===== src/rtl/debouncer_pkg.sv =====
// -----------------------------------------------------------------------------
// debouncer_pkg
// Shared constants and types for the multi-channel button conditioner.
//   CLK_HZ        : system clock frequency the default timings are derived from
//   DEB_10MS      : default debounce stability window (10 ms)
//   HOLD_1S       : default press-to-long-press time (1 s)
//   REPEAT_200MS  : default auto-repeat period (200 ms)
//   hold_state_e  : per-channel hold FSM state encoding
// -----------------------------------------------------------------------------
package debouncer_pkg;

    localparam int CLK_HZ       = 50_000_000;
    localparam int DEB_10MS     = CLK_HZ / 100;
    localparam int HOLD_1S      = CLK_HZ;
    localparam int REPEAT_200MS = CLK_HZ / 5;

    typedef enum logic [1:0] {
        IDLE   = 2'd0,
        HOLD   = 2'd1,
        REPEAT = 2'd2
    } hold_state_e;

endpackage


===== src/rtl/debouncer_multi_if.sv =====
// -----------------------------------------------------------------------------
// debouncer_multi_if
// Bundles the raw button pins and the conditioned per-channel outputs.
//   botao_i      : raw asynchronous button pins, bit i = channel i
//   nivel_o      : debounced level (1 = pressed)
//   press_o      : one-cycle strobe on debounced press
//   release_o    : one-cycle strobe on debounced release
//   long_press_o : one-cycle strobe when a hold reaches the long-press time
//   repeat_o     : one-cycle strobe at each auto-repeat period while held
//   state_o      : hold FSM state per channel, 2 bits each (debug)
//
// Signalling: there is no valid/ready flow control. Every *_o strobe is a
// registered single-cycle pulse that the consumer must sample on the clock
// edge it is high; nivel_o is a continuous level. No back-pressure exists.
// -----------------------------------------------------------------------------
interface debouncer_multi_if #(
    parameter int N_CANAIS = 4
);
    logic [N_CANAIS-1:0]   botao_i;
    logic [N_CANAIS-1:0]   nivel_o;
    logic [N_CANAIS-1:0]   press_o;
    logic [N_CANAIS-1:0]   release_o;
    logic [N_CANAIS-1:0]   long_press_o;
    logic [N_CANAIS-1:0]   repeat_o;
    logic [2*N_CANAIS-1:0] state_o;

    // Producer of the pins / consumer of the conditioned outputs.
    modport master (
        output botao_i,
        input  nivel_o,
        input  press_o,
        input  release_o,
        input  long_press_o,
        input  repeat_o,
        input  state_o
    );

    // The conditioner itself.
    modport slave (
        input  botao_i,
        output nivel_o,
        output press_o,
        output release_o,
        output long_press_o,
        output repeat_o,
        output state_o
    );
endinterface


===== src/rtl/debouncer_canal.sv =====
// -----------------------------------------------------------------------------
// debouncer_canal
// One button channel: optional inversion, two-flop synchroniser, stability
// timer debounce, press/release edge pulses, debounced level, long-press
// detection and auto-repeat while held. All outputs are registered.
//   clock, reset   : system clock, asynchronous active-high reset
//   botao_i        : raw asynchronous pin
//   nivel_o        : debounced level
//   press_o        : pulse on debounced press
//   release_o      : pulse on debounced release
//   long_press_o   : pulse HOLD_CYCLES cycles after the press pulse
//   repeat_o       : pulse every REPEAT_CYCLES after long press while held
//   state_o        : hold FSM state (debug)
// -----------------------------------------------------------------------------
module debouncer_canal
    import debouncer_pkg::*;
#(
    parameter int LIMIT_TIMER   = DEB_10MS,
    parameter int CNT_W         = 20,
    parameter int HOLD_CYCLES   = HOLD_1S,
    parameter int REPEAT_CYCLES = REPEAT_200MS,
    parameter int HOLD_W        = 26,
    parameter int ACTIVE_LOW    = 0
) (
    input  logic       clock,
    input  logic       reset,
    input  logic       botao_i,
    output logic       nivel_o,
    output logic       press_o,
    output logic       release_o,
    output logic       long_press_o,
    output logic       repeat_o,
    output logic [1:0] state_o
);

    localparam logic             INV      = (ACTIVE_LOW != 0);
    localparam logic [CNT_W-1:0] LIMIT    = CNT_W'(LIMIT_TIMER);
    localparam logic [HOLD_W-1:0] HOLD_LIM = HOLD_W'(HOLD_CYCLES);
    localparam logic [HOLD_W-1:0] REP_LIM  = HOLD_W'(REPEAT_CYCLES);
    localparam logic [HOLD_W-1:0] HCNT_ONE = HOLD_W'(1);

    logic              sync0_q, sync1_q;
    logic [CNT_W-1:0]  cnt_q, cnt_d;
    logic              stable_q, stable_d;
    logic              prev_q;
    logic              nivel_q, press_q, release_q;
    hold_state_e       state_q, state_d;
    logic [HOLD_W-1:0] hcnt_q, hcnt_d;
    logic              long_q, long_d;
    logic              rep_q, rep_d;

    logic              x;
    logic              rise;

    // Inversion before the synchroniser keeps the reset value 0 meaning
    // "released" regardless of pin polarity.
    assign x    = botao_i ^ INV;
    assign rise = stable_q & ~prev_q;

    // Debounce: the stable level only follows the synchronised input after
    // LIMIT_TIMER+1 consecutive mismatching cycles; any agreeing cycle
    // restarts the window.
    always_comb begin
        cnt_d    = '0;
        stable_d = stable_q;
        if (sync1_q != stable_q) begin
            if (cnt_q >= LIMIT) begin
                stable_d = sync1_q;
                cnt_d    = '0;
            end else begin
                cnt_d = cnt_q + 1'b1;
            end
        end
    end

    // Hold FSM. The FSM enters HOLD on the same edge that registers the
    // press pulse, so hcnt == HOLD_CYCLES lands exactly HOLD_CYCLES edges
    // after the press pulse. A released stable level overrides everything,
    // which suppresses any long/repeat pulse coinciding with or following
    // the release pulse.
    always_comb begin
        state_d = state_q;
        hcnt_d  = hcnt_q;
        long_d  = 1'b0;
        rep_d   = 1'b0;
        if ((HOLD_CYCLES == 0) || !stable_q) begin
            state_d = IDLE;
            hcnt_d  = '0;
        end else begin
            case (state_q)
                IDLE: begin
                    if (rise) begin
                        state_d = HOLD;
                        hcnt_d  = HCNT_ONE;
                    end
                end
                HOLD: begin
                    // hcnt == 0 while in HOLD marks the parked state after a
                    // long press with repeat disabled; the count stays frozen.
                    if (hcnt_q == '0) begin
                        hcnt_d = '0;
                    end else if (hcnt_q == HOLD_LIM) begin
                        long_d = 1'b1;
                        if (REPEAT_CYCLES > 0) begin
                            state_d = REPEAT;
                            hcnt_d  = HCNT_ONE;
                        end else begin
                            hcnt_d = '0;
                        end
                    end else begin
                        hcnt_d = hcnt_q + 1'b1;
                    end
                end
                REPEAT: begin
                    if (hcnt_q == REP_LIM) begin
                        rep_d  = 1'b1;
                        hcnt_d = HCNT_ONE;
                    end else begin
                        hcnt_d = hcnt_q + 1'b1;
                    end
                end
                default: begin
                    state_d = IDLE;
                    hcnt_d  = '0;
                end
            endcase
        end
    end

    always_ff @(posedge clock or posedge reset) begin
        if (reset) begin
            sync0_q   <= 1'b0;
            sync1_q   <= 1'b0;
            cnt_q     <= '0;
            stable_q  <= 1'b0;
            prev_q    <= 1'b0;
            nivel_q   <= 1'b0;
            press_q   <= 1'b0;
            release_q <= 1'b0;
            state_q   <= IDLE;
            hcnt_q    <= '0;
            long_q    <= 1'b0;
            rep_q     <= 1'b0;
        end else begin
            sync0_q   <= x;
            sync1_q   <= sync0_q;
            cnt_q     <= cnt_d;
            stable_q  <= stable_d;
            prev_q    <= stable_q;
            nivel_q   <= stable_q;
            press_q   <= rise;
            release_q <= ~stable_q & prev_q;
            state_q   <= state_d;
            hcnt_q    <= hcnt_d;
            long_q    <= long_d;
            rep_q     <= rep_d;
        end
    end

    assign nivel_o      = nivel_q;
    assign press_o      = press_q;
    assign release_o    = release_q;
    assign long_press_o = long_q;
    assign repeat_o     = rep_q;
    assign state_o      = state_q;

endmodule


===== src/rtl/debouncer_multi.sv =====
// -----------------------------------------------------------------------------
// debouncer_multi
// N-channel button conditioner. Each channel is an independent
// debouncer_canal; no state is shared between channels.
//   clock : system clock (50 MHz nominal)
//   reset : asynchronous active-high reset
//   bus   : debouncer_multi_if.slave -- raw pins in, conditioned
//           level/pulses and per-channel hold FSM state out
// -----------------------------------------------------------------------------
module debouncer_multi
    import debouncer_pkg::*;
#(
    parameter int N_CANAIS      = 4,
    parameter int LIMIT_TIMER   = DEB_10MS,
    parameter int CNT_W         = 20,
    parameter int HOLD_CYCLES   = HOLD_1S,
    parameter int REPEAT_CYCLES = REPEAT_200MS,
    parameter int HOLD_W        = 26,
    parameter int ACTIVE_LOW    = 0
) (
    input  logic              clock,
    input  logic              reset,
    debouncer_multi_if.slave  bus
);

    logic [N_CANAIS-1:0]   nivel_w;
    logic [N_CANAIS-1:0]   press_w;
    logic [N_CANAIS-1:0]   release_w;
    logic [N_CANAIS-1:0]   long_w;
    logic [N_CANAIS-1:0]   rep_w;
    logic [2*N_CANAIS-1:0] state_w;

    for (genvar i = 0; i < N_CANAIS; i++) begin : g_canal
        debouncer_canal #(
            .LIMIT_TIMER   (LIMIT_TIMER),
            .CNT_W         (CNT_W),
            .HOLD_CYCLES   (HOLD_CYCLES),
            .REPEAT_CYCLES (REPEAT_CYCLES),
            .HOLD_W        (HOLD_W),
            .ACTIVE_LOW    (ACTIVE_LOW)
        ) u_canal (
            .clock        (clock),
            .reset        (reset),
            .botao_i      (bus.botao_i[i]),
            .nivel_o      (nivel_w[i]),
            .press_o      (press_w[i]),
            .release_o    (release_w[i]),
            .long_press_o (long_w[i]),
            .repeat_o     (rep_w[i]),
            .state_o      (state_w[2*i +: 2])
        );
    end

    assign bus.nivel_o      = nivel_w;
    assign bus.press_o      = press_w;
    assign bus.release_o    = release_w;
    assign bus.long_press_o = long_w;
    assign bus.repeat_o     = rep_w;
    assign bus.state_o      = state_w;

endmodule


===== src/flat_wrapper.sv =====
// flat-port wrapper written by rule: the top's interface ports become plain ports
module debouncer_multi_flat import debouncer_pkg::*;
#(
    parameter int N_CANAIS      = 4,
    parameter int LIMIT_TIMER   = DEB_10MS,
    parameter int CNT_W         = 20,
    parameter int HOLD_CYCLES   = HOLD_1S,
    parameter int REPEAT_CYCLES = REPEAT_200MS,
    parameter int HOLD_W        = 26,
    parameter int ACTIVE_LOW    = 0
)
  (clock, reset, bus_botao_i, bus_nivel_o, bus_press_o, bus_release_o, bus_long_press_o, bus_repeat_o, bus_state_o);
  debouncer_multi_if #(.N_CANAIS(N_CANAIS)) bus_i ();
  input  logic clock;
  input  logic reset;
  input wire logic [$bits(bus_i.botao_i)-1:0] bus_botao_i;
  output wire logic [$bits(bus_i.nivel_o)-1:0] bus_nivel_o;
  output wire logic [$bits(bus_i.press_o)-1:0] bus_press_o;
  output wire logic [$bits(bus_i.release_o)-1:0] bus_release_o;
  output wire logic [$bits(bus_i.long_press_o)-1:0] bus_long_press_o;
  output wire logic [$bits(bus_i.repeat_o)-1:0] bus_repeat_o;
  output wire logic [$bits(bus_i.state_o)-1:0] bus_state_o;
  assign bus_i.botao_i = bus_botao_i;
  assign bus_nivel_o = bus_i.nivel_o;
  assign bus_press_o = bus_i.press_o;
  assign bus_release_o = bus_i.release_o;
  assign bus_long_press_o = bus_i.long_press_o;
  assign bus_repeat_o = bus_i.repeat_o;
  assign bus_state_o = bus_i.state_o;
  debouncer_multi #(.N_CANAIS(N_CANAIS), .LIMIT_TIMER(LIMIT_TIMER), .CNT_W(CNT_W), .HOLD_CYCLES(HOLD_CYCLES), .REPEAT_CYCLES(REPEAT_CYCLES), .HOLD_W(HOLD_W), .ACTIVE_LOW(ACTIVE_LOW)) u_core (.clock(clock), .reset(reset), .bus(bus_i));
endmodule

===== config.mk =====
export PLATFORM = sky130hd
export DESIGN_NAME = debouncer_multi_flat
export DESIGN_NICKNAME = d
export VERILOG_FILES = /design/src/rtl/debouncer_pkg.sv /design/src/rtl/debouncer_multi_if.sv /design/src/rtl/debouncer_canal.sv /design/src/rtl/debouncer_multi.sv /design/src/flat_wrapper.sv
export SDC_FILE = /design/constraint.sdc
export NUM_CORES = 1
export LEC_CHECK = 0
export BUFFER_PORTS_ARGS = -buffer_cell sky130_fd_sc_hd__buf_2
export CAP_MARGIN = 10
export CORE_UTILIZATION = 60
export DETAILED_ROUTE_END_ITERATION = 7
export MAX_ROUTING_LAYER = met4
export PLACE_DENSITY = 0.77
export SYNTH_ARGS = -nofsm -noshare
export SYNTH_HDL_FRONTEND = slang
export SYNTH_SLANG_ARGS = --single-unit

===== constraint.sdc =====
create_clock -name clock -period 11.8 [get_ports clock]
set_input_delay 0.59 -clock clock [delete_from_list [all_inputs] [get_ports clock]]
set_output_delay 0.59 -clock clock [all_outputs]
set_load 0.05 [all_outputs]

==> results of run 1 <==
[cells in the mapped netlist (11+ instances only)]
cell and instances:
dfrtp_1 224, ha_1 16, a21o_1 16, xor2_1 41, nand2b_1 11, xnor2_1 41, nand4_1 41, nand3_1 86
a31oi_1 71, a21oi_1 38, and4_1 11, buf_4 22, nor2b_1 18, and3_1 42, nor2_1 161, nand2_1 122
inv_1 39, o21ai_0 37, clkbuf_1 45, nor4_1 34, a41oi_1 18, nor3_1 31
[layout make-up]
cell class,instances,area [µm²]
timing repair buffer,40,218
inverter,39,154
multi-input combinational,937,5550
tap,260,325
fill,1513,6130
sequential,224,5610
clock buffer,30,674
clock inverter,14,238
[cell families after synthesis]
family / after synthesis / share of synthesized area (%)
muxes: 9 / 0.816
xor gates and xnor gates: 82 / 6.16
adders and majority gates: 16 / 1.72
AOI/OAI and AO/OA: 216 / 12.1
other: 1 / 0.0322
and+or+nand+nor: 610 / 26.4
DFF: 224 / 48.1
buffers and inverters: 117 / 4.72
[stage by stage]
stage / hold slack, ns / util (%)
2_1_floorplan: 0.331 / -
3_3_place_gp: 0.336 / 62.7
3_5_place_dp: 0.335 / 62.7
4_1_cts: 0.160 / 67.5
5_1_grt: 0.169 / 67.5
6_report: 0.172 / 67.5
[metal layers]
layer  vias to the layer above  wire, µm  track usage (%)
li1                       4528         -                -
met2                       155     10700             38.9
met5                         -         0                -
met3                        43       815             3.10
met4                         0       405             5.83
met1                      4425     11200             34.4
[power breakdown]
part | switching [mW] | internal (mW)
sequential | 0.0179 | 0.783
clock | 0.309 | 0.538
combinational | 0.0918 | 0.0344
[flip-flops by register name, indices dropped and copies added (netlist names)]
signal and count:
u_core.g_canal.u_canal.long_press_o 4, u_core.g_canal.u_canal.release_o 4, u_core.g_canal.u_canal.cnt_q 80, u_core.g_canal.u_canal.nivel_o 4
u_core.g_canal.u_canal.hcnt_q 104, u_core.g_canal.u_canal.repeat_o 4, u_core.g_canal.u_canal.sync0_q 4, u_core.g_canal.u_canal.press_o 4
u_core.g_canal.u_canal.state_o 8, u_core.g_canal.u_canal.stable_q 4, u_core.g_canal.u_canal.sync1_q 4
[how the worst max path moves through the flow]
stage	startpoint	endpoint	slack (ns)	cells after the start
2_1_floorplan	reset	u_core.g_canal[0].u_canal.cnt_q[0]$_DFF_PP0_	5.08	1
3_3_place_gp	u_core.g_canal[0].u_canal.hcnt_q[5]$_DFFE_PP0N_	u_core.g_canal[0].u_canal.hcnt_q[13]$_DFFE_PP0N_	8.91	7
3_5_place_dp	u_core.g_canal[0].u_canal.hcnt_q[5]$_DFFE_PP0N_	u_core.g_canal[0].u_canal.hcnt_q[13]$_DFFE_PP0N_	8.82	7
4_1_cts	u_core.g_canal[0].u_canal.hcnt_q[5]$_DFFE_PP0N_	u_core.g_canal[0].u_canal.hcnt_q[13]$_DFFE_PP0N_	8.80	7
5_1_grt	u_core.g_canal[0].u_canal.hcnt_q[5]$_DFFE_PP0N_	u_core.g_canal[0].u_canal.hcnt_q[5]$_DFFE_PP0N_	8.54	7
6_report	u_core.g_canal[0].u_canal.hcnt_q[5]$_DFFE_PP0N_	u_core.g_canal[0].u_canal.hcnt_q[13]$_DFFE_PP0N_	8.77	7
[critical path: stages (launching register included)]
cell     delay [ns]
dfrtp_1        0.44
nor4_1         0.44
nand3_1        0.18
nor4_1         0.78
o32ai_4        0.35
buf_4          0.32
a21o_1         0.19
a22o_1         0.22
==> results.yml, run 1 <==
worst_setup_path:
  rr_worst_depth: 7
  cp-end-kind: "register"
  required_ns: 12.20
  cp_data_arrival_time_ns: 3.43
  cp-start-kind: "register"
  path_max_fanout: 29
  critical_path_class: "reg -> reg"
  reg2reg_slack_ns: 8.77
  r2r-start: "u_core.g_canal[0].u_canal.hcnt_q[5]$_DFFE_PP0N_"
  r2r_end: "u_core.g_canal[0].u_canal.hcnt_q[13]$_DFFE_PP0N_"
timing:
  fin_ws_ns: 8.77
  grt_setup_unrepaired: "no"
  fin_crit_ns: 3.03
  setup_tns_ns: 0
  tightest_slew_ns: 1.00
  finalMaxSlewViolations: 0
  setup_violations: 0
  finalCritPeriodShare_pct: 25.7
  timing.fmax_mhz: 330
  finalHoldViolCount: 0
  finalClockSkew_ns: 0.00896
  relSlewSlack_pct: 33.3
yosys:
  ys_top_cells_by_area: "dfrtp_1, nor2_1, nand2_1, a31oi_1, nand3_1"
  netlist.area_leader.share_pct: 48.1
  async_flop_share_pct: 100
  syn-cell-area_um2: 11700
  yosys_warnings: 0
  netlist_instances: 1275
  synth-edff-count: 0
  synth_seq_cells: 224
  avgSynthCellArea_um2: 9.14
  yosysSeqAreaShare_pct: 48.1
  yosysUniqueCellTypes: 63
  ys.flop_type: "dfrtp_1"
  synth_area_leader_cell: "dfrtp_1"
die:
  num_rows: 50
  dieArea_um2: 20000
  pin_count: 34
  die_h_um: 141
  start_util_pct: 61.7
  die_x_um: 141
  coreArea_um2: 18900
drt:
  final_antenna_net_count: 0
  dr_total_vias: 9151
  vias_per_cell: 5.93
  post_drt_wl_per_cell_um: 15.0
  routed_wl_um: 23100
  drc: 0
  dr.pass1.iters: 5
  first_iter_violations: 613
power:
  p_leak_nw: 5.42
  power_mw: 1.77
  peakVddDrop_uv: 124
  powerDensity_nw_per_um2: 139
global_routing:
  grt_max_degree: 96
  grt_first_pass_wirelength_um: 40400
  grtUsageTotal_pct: 24.7
  antenna_found_initial: 0
  grt_pass1_vias: 8649
  grt_overflow_total: 0
cells_and_area:
  post-route-cell-area_um2: 12800
  insertedDiodeCount: 0
  fin_cells: 1544
  finalNetCount: 1288
  drive_gt1_share_pct: 8.80
  final_common_cell: "dfrtp_1"
  final_cell_mix: "dfrtp_1, nor2_1, nand2_1"
  synthToLayoutAreaGrowth_pct: 9.50
placed_design:
  detailed_place_hpwl_um: 15000
  placed_area_um2: 11900
  place_congestion: 0.876
  dp_slack_ns: 8.82
  place_inst: 1500
  portBuffers: 33
clocking:
  htreeDepth: 1
  clk_path_buf_depth: 3
  post_cts_resized: 0
  tritoncts.num_buffers: 24
  clk_pin_slew_ns: 0.06
  cts_root_buf: "clkbuf_16"
  tritoncts: "yes"
  cts_sinks: 224
  post-cts-setup-buffers: 0
  insertion_delay_ns: 0.51
  holdBufCountCts: 0
min_path:
  min_path_type: "in -> async"
run_status:
  status: "finished clean"
job:
  cap_viol_max_count: 0
Power figures use the tool's default switching activity.
==> run 2, diff against run 1 <==
clock period = 2.85 ns   (was 11.8 ns; I/O delays follow)
==> results.yml, run 2 (same netlist as run 1, synthesis figures left out) <==
worst_setup_path:
  critical_path_class: "reg -> reg"
  max_stage_delay_ns: 0.53
  required_ns: 3.23
  cp_cell_sequence: "inv_1 -> ha_1 -> or4b_4 -> or4_4 -> nor4_4 -> o32ai_2 -> a41oi_1 -> a31oi_1"
  cp-end-kind: "register"
  crit_slowest_cell: "or4_4"
  cp_data_arrival_time_ns: 3.07
  path_max_fanout: 10
  cp-start-kind: "register"
placed_design:
  place_congestion: 0.904
  place_inst: 1513
  detailed_place_hpwl_um: 15200
  portBuffers: 33
power:
  pwr-share-clk_pct: 45.8
  combinationalPowerShare_pct: 8.0
  powerDensity_nw_per_um2: 554
  p_seq_share_pct: 46.2
  p_leak_nw: 5.52
  power.internal_mw: 5.42
  p_sw_share_pct: 24.4
  peakVddDrop_uv: 519
  p_switching_mw: 1.74
clocking:
  tritoncts.num_buffers: 25
  insertion_delay_ns: 0.51
  cts_sinks: 224
  cts_root_buf: "clkbuf_16"
  clk_path_buf_depth: 3
  htreeDepth: 1
  clk_pin_slew_ns: 0.06
  tritoncts: "yes"
cells_and_area:
  seqCellArea_um2: 5610
  final_common_cell: "dfrtp_1"
  synthToLayoutAreaGrowth_pct: 10.9
  final_util_pct: 68.4
  regMostFlops: "u_core.g_canal.u_canal.hcnt_q"
  multi_input_area_um2: 5580
  final_cell_mix: "dfrtp_1, nor2_1, nand2_1"
  fillerInstances: 1498
  fin_cells: 1564
  largest_reg_flops: 104
  finalNetCount: 1309
  insertedDiodeCount: 0
  drive_gt1_share_pct: 9.82
timing:
  setup_violations: 0
  tightest_slew_ns: 1.04
  finalClockSkew_ns: 0.00994
  grt_setup_unrepaired: "no"
  setup_tns_ns: 0
  finalHoldViolCount: 0
  timing.fmax_mhz: 372
  relSlewSlack_pct: 30.8
  finalCritPeriodShare_pct: 94.3
  whs_ns: 0.273
  fin_crit_ns: 2.69
  finalMaxSlewViolations: 0
drt:
  dr.pass1.iters: 5
  routed_wl_um: 24100
  first_iter_violations: 678
  final_antenna_net_count: 0
  drc: 0
  post_drt_wl_per_cell_um: 15.4
  vias_per_cell: 6.00
  dr_total_vias: 9383
global_routing:
  grt_first_pass_wirelength_um: 41300
  grt_overflow_total: 0
  grt_max_degree: 190
  grt_pass1_vias: 8840
  antenna_found_initial: 0
  grtUsageTotal_pct: 25.4
min_path:
  min_path_type: "in -> reg"
die:
  pin_count: 34
  num_rows: 50
  coreArea_um2: 18900
  start_util_pct: 61.7
  die_x_um: 141
  dieArea_um2: 20000
  die_h_um: 141
job:
  cap_viol_max_count: 0
run_status:
  status: "finished clean"
[run 2: per-layer routing]
metal	GRT usage, %	up-vias	part of all wire, %
li1	-	4570	-
met1	34.7	4568	48
met2	40.7	207	47
met3	3.10	38	4.0
met4	6.34	0	1.8
met5	-	-	0
[run 2: area by class of cell]
type	count	share of cell area, %
Sequential cell	224	43.4
Multi-Input combinational cell	938	43.2
Clock buffer	33	5.46
Timing Repair Buffer	59	3.27
Tap cell	260	2.52
Inverter	39	1.16
Clock inverter	11	1.03
[run 2: stage by stage]
step           power (mW)  setup WS (ns)  cell area [µm²]
6_report             7.16          0.163            12900
5_1_grt              7.41         0.0408            12900
4_1_cts              7.22         0.0488            12900
3_5_place_dp         3.92        -0.0317            12000
3_3_place_gp         3.91         0.0742            12000
2_1_floorplan        3.80         -0.217            11700
[run 2: path summary, 6_finish.rpt]
| kind | from | endpoint | slack, ns | cells past startpoint |
|---|---|---|---|---|
| max | u_core.g_canal[2].u_canal.hcnt_q[1]$_DFFE_PP0N_ | u_core.g_canal[2].u_canal.hcnt_q[6]$_DFFE_PP0N_ | 0.16 | 8 |
| min | bus_botao_i[1] | u_core.g_canal[1].u_canal.sync0_q$_DFF_PP0_ | 0.27 | 2 |
| max reg2reg | u_core.g_canal[2].u_canal.hcnt_q[1]$_DFFE_PP0N_ | u_core.g_canal[2].u_canal.hcnt_q[6]$_DFFE_PP0N_ | 0.16 | 8 |
| min reg2reg | u_core.g_canal[2].u_canal.sync0_q$_DFF_PP0_ | u_core.g_canal[2].u_canal.sync1_q$_DFF_PP0_ | 0.35 | 0 |
| max in group asynchronous | reset | u_core.g_canal[3].u_canal.cnt_q[17]$_DFF_PP0_ | 1.63 | 4 |
| min in group asynchronous | reset | u_core.g_canal[1].u_canal.state_o[0]$_DFFE_PP0P_ | 0.34 | 4 |
[run 2: critical path, delay by kind of cell (launching register included)]
kind	cells	cell delay (ns)
compound gates	3	0.65
fa+ha+maj	1	0.14
buf+inv	1	0.08
flops	1	0.40
simple gates	3	1.27
[run 2: power by group through the flow]
| stage | clock [mW] | combinational, mW | sequential [mW] |
|---|---|---|---|
| after floorplan | 0 | 0.426 | 3.37 |
| after detailed placement | 0 | 0.554 | 3.37 |
| final | 3.28 | 0.571 | 3.31 |
| after global routing | 3.45 | 0.638 | 3.32 |
| after CTS | 3.34 | 0.572 | 3.31 |
| after global placement | 0 | 0.543 | 3.37 |
[run 2: what timing repair did]
item / CTS / global route
gates cloned: 0 / 1
buffers inserted: 1 / 0
endpoints found under the hold margin: 39 / 0
hold buffers: 5 / 0
resized for setup: 0 / 2
setup endpoints to repair: 14 / 26
pin swaps: 1 / 2
==> run 3, diff against run 2 <==
CTS_BUF_LIST = sky130_fd_sc_hd__clkbuf_16   (was default)
==> results.yml, run 3 (same netlist as run 1, synthesis figures left out) <==
timing:
  fin_ws_ns: 0.165
  finalClockSkew_ns: 0.0112
  finalMaxSlewViolations: 0
  timing.fmax_mhz: 372
  grt_setup_unrepaired: "no"
  relSlewSlack_pct: 22.7
  setup_tns_ns: 0
  finalCritPeriodShare_pct: 94.2
  tightest_slew_ns: 1.16
  finalHoldViolCount: 0
  setup_violations: 0
  fin_crit_ns: 2.69
die:
  die_h_um: 141
  num_rows: 50
  start_util_pct: 61.7
  die_x_um: 141
  coreArea_um2: 18900
  pin_count: 34
  dieArea_um2: 20000
placed_design:
  detailed_place_hpwl_um: 15200
  portBuffers: 33
  place_congestion: 0.904
  dp_slack_ns: -0.0317
cells_and_area:
  synthToLayoutAreaGrowth_pct: 10.4
  insertedDiodeCount: 0
  finalNetCount: 1309
  regMostFlops: "u_core.g_canal.u_canal.hcnt_q"
  fillerInstances: 1504
  drive_gt1_share_pct: 9.43
  final_util_pct: 68.1
  final_common_cell: "dfrtp_1"
  final_cell_mix: "dfrtp_1, nor2_1, nand2_1"
  largest_reg_flops: 104
worst_setup_path:
  reg2reg_slack_ns: 0.16
  cp-end-kind: "register"
  cp-start-kind: "register"
  required_ns: 3.23
  r2r-start: "u_core.g_canal[2].u_canal.hcnt_q[1]$_DFFE_PP0N_"
  rr_worst_depth: 8
  path_max_fanout: 10
  r2r_end: "u_core.g_canal[2].u_canal.hcnt_q[10]$_DFFE_PP0N_"
  critical_path_class: "reg -> reg"
  cp_data_arrival_time_ns: 3.06
drt:
  dr_total_vias: 9449
  routed_wl_um: 24100
  first_iter_violations: 661
  drc: 0
  dr.pass1.iters: 5
  final_antenna_net_count: 0
  vias_per_cell: 6.04
  post_drt_wl_per_cell_um: 15.4
clocking:
  cts_sinks: 224
  cts_root_buf: "clkbuf_16"
  clk_path_buf_depth: 3
  htreeDepth: 1
  tritoncts: "yes"
  insertion_delay_ns: 0.52
  tritoncts.num_buffers: 25
  clk_pin_slew_ns: 0.06
min_path:
  min_path_type: "in -> reg"
  holdCritStartpoint: "bus_botao_i[1]"
  min_path_cells: 2
  min_to: "u_core.g_canal[1].u_canal.sync0_q$_DFF_PP0_"
global_routing:
  antenna_found_initial: 0
  grtUsageTotal_pct: 25.4
  grt_pass1_vias: 8833
  grt_overflow_total: 0
  grt_max_degree: 190
  grt_first_pass_wirelength_um: 41200
run_status:
  status: "finished clean"
power:
  peakVddDrop_uv: 523
  power_mw: 7.01
  powerDensity_nw_per_um2: 545
  p_leak_nw: 5.50
job:
  cap_viol_max_count: 0
## run 3: area by class of cell
| class | count | area [µm²] | share of cell area (%) |
|---|---|---|---|
| Clock buffer | 25 | 626 | 4.86 |
| Clock inverter | 19 | 163 | 1.26 |
| Inverter | 39 | 150 | 1.17 |
| Multi-Input combinational cell | 938 | 5580 | 43.4 |
| Sequential cell | 224 | 5610 | 43.5 |
| Tap cell | 260 | 325 | 2.53 |
| Timing Repair Buffer | 59 | 423 | 3.29 |
## run 3: power breakdown
part           internal, mW  switching, mW
sequential             3.24         0.0692
combinational         0.173          0.398
clock                  1.86           1.27
## run 3: how the worst max path moves through the flow
stage,from,endpoint,slack [ns],depth (start not counted)
final,u_core.g_canal[2].u_canal.hcnt_q[1]$_DFFE_PP0N_,u_core.g_canal[2].u_canal.hcnt_q[10]$_DFFE_PP0N_,0.16,8
after global routing,u_core.g_canal[2].u_canal.hcnt_q[1]$_DFFE_PP0N_,u_core.g_canal[2].u_canal.hcnt_q[10]$_DFFE_PP0N_,0.04,8
after CTS,u_core.g_canal[2].u_canal.hcnt_q[1]$_DFFE_PP0N_,u_core.g_canal[2].u_canal.hcnt_q[11]$_DFFE_PP0N_,0.05,8
after detailed placement,u_core.g_canal[2].u_canal.hcnt_q[1]$_DFFE_PP0N_,u_core.g_canal[2].u_canal.hcnt_q[15]$_DFFE_PP0N_,-0.03,8
after global placement,u_core.g_canal[2].u_canal.hcnt_q[1]$_DFFE_PP0N_,u_core.g_canal[2].u_canal.hcnt_q[23]$_DFFE_PP0N_,0.07,8
after floorplan,reset,u_core.g_canal[0].u_canal.cnt_q[0]$_DFF_PP0_,-0.22,1
## run 3: repair_timing
item                                    4_1_cts  5_1_grt
endpoints found under the setup margin       14       26
pin swaps                                     1        2
resized for setup                             0        2
hold buffers                                  5        0
hold endpoints to repair                     39        0
setup buffers                                 1        0
cloned                                        0        1
## run 3: layer usage
layer  vias to the layer above  GRT usage (%)  wire length (µm)
li1                       4574              -                 -
met1                      4605           34.5             11400
met2                       232           40.6             11200
met3                        38           3.27              1050
met4                         0           6.34               447
met5                         -              -                 0
## run 3: metrics by stage
| stage | instances | area, µm² | hold WS (ns) |
|---|---|---|---|
| after floorplan | 1278 | 11700 | 0.174 |
| after global placement | 1513 | 12000 | 0.251 |
| after detailed placement | 1513 | 12000 | 0.253 |
| after CTS | 1563 | 12800 | 0.247 |
| after global routing | 1564 | 12900 | 0.270 |
| final | 1564 | 12900 | 0.272 |
## run 3: critical path, stage by stage (launching register included)
cell and delay [ns]:
dfrtp_1 0.40, inv_1 0.08, ha_1 0.15, or4b_4 0.47, or4_4 0.53, nor4_4 0.27
o32ai_2 0.28, a41oi_1 0.30, a31oi_1 0.06
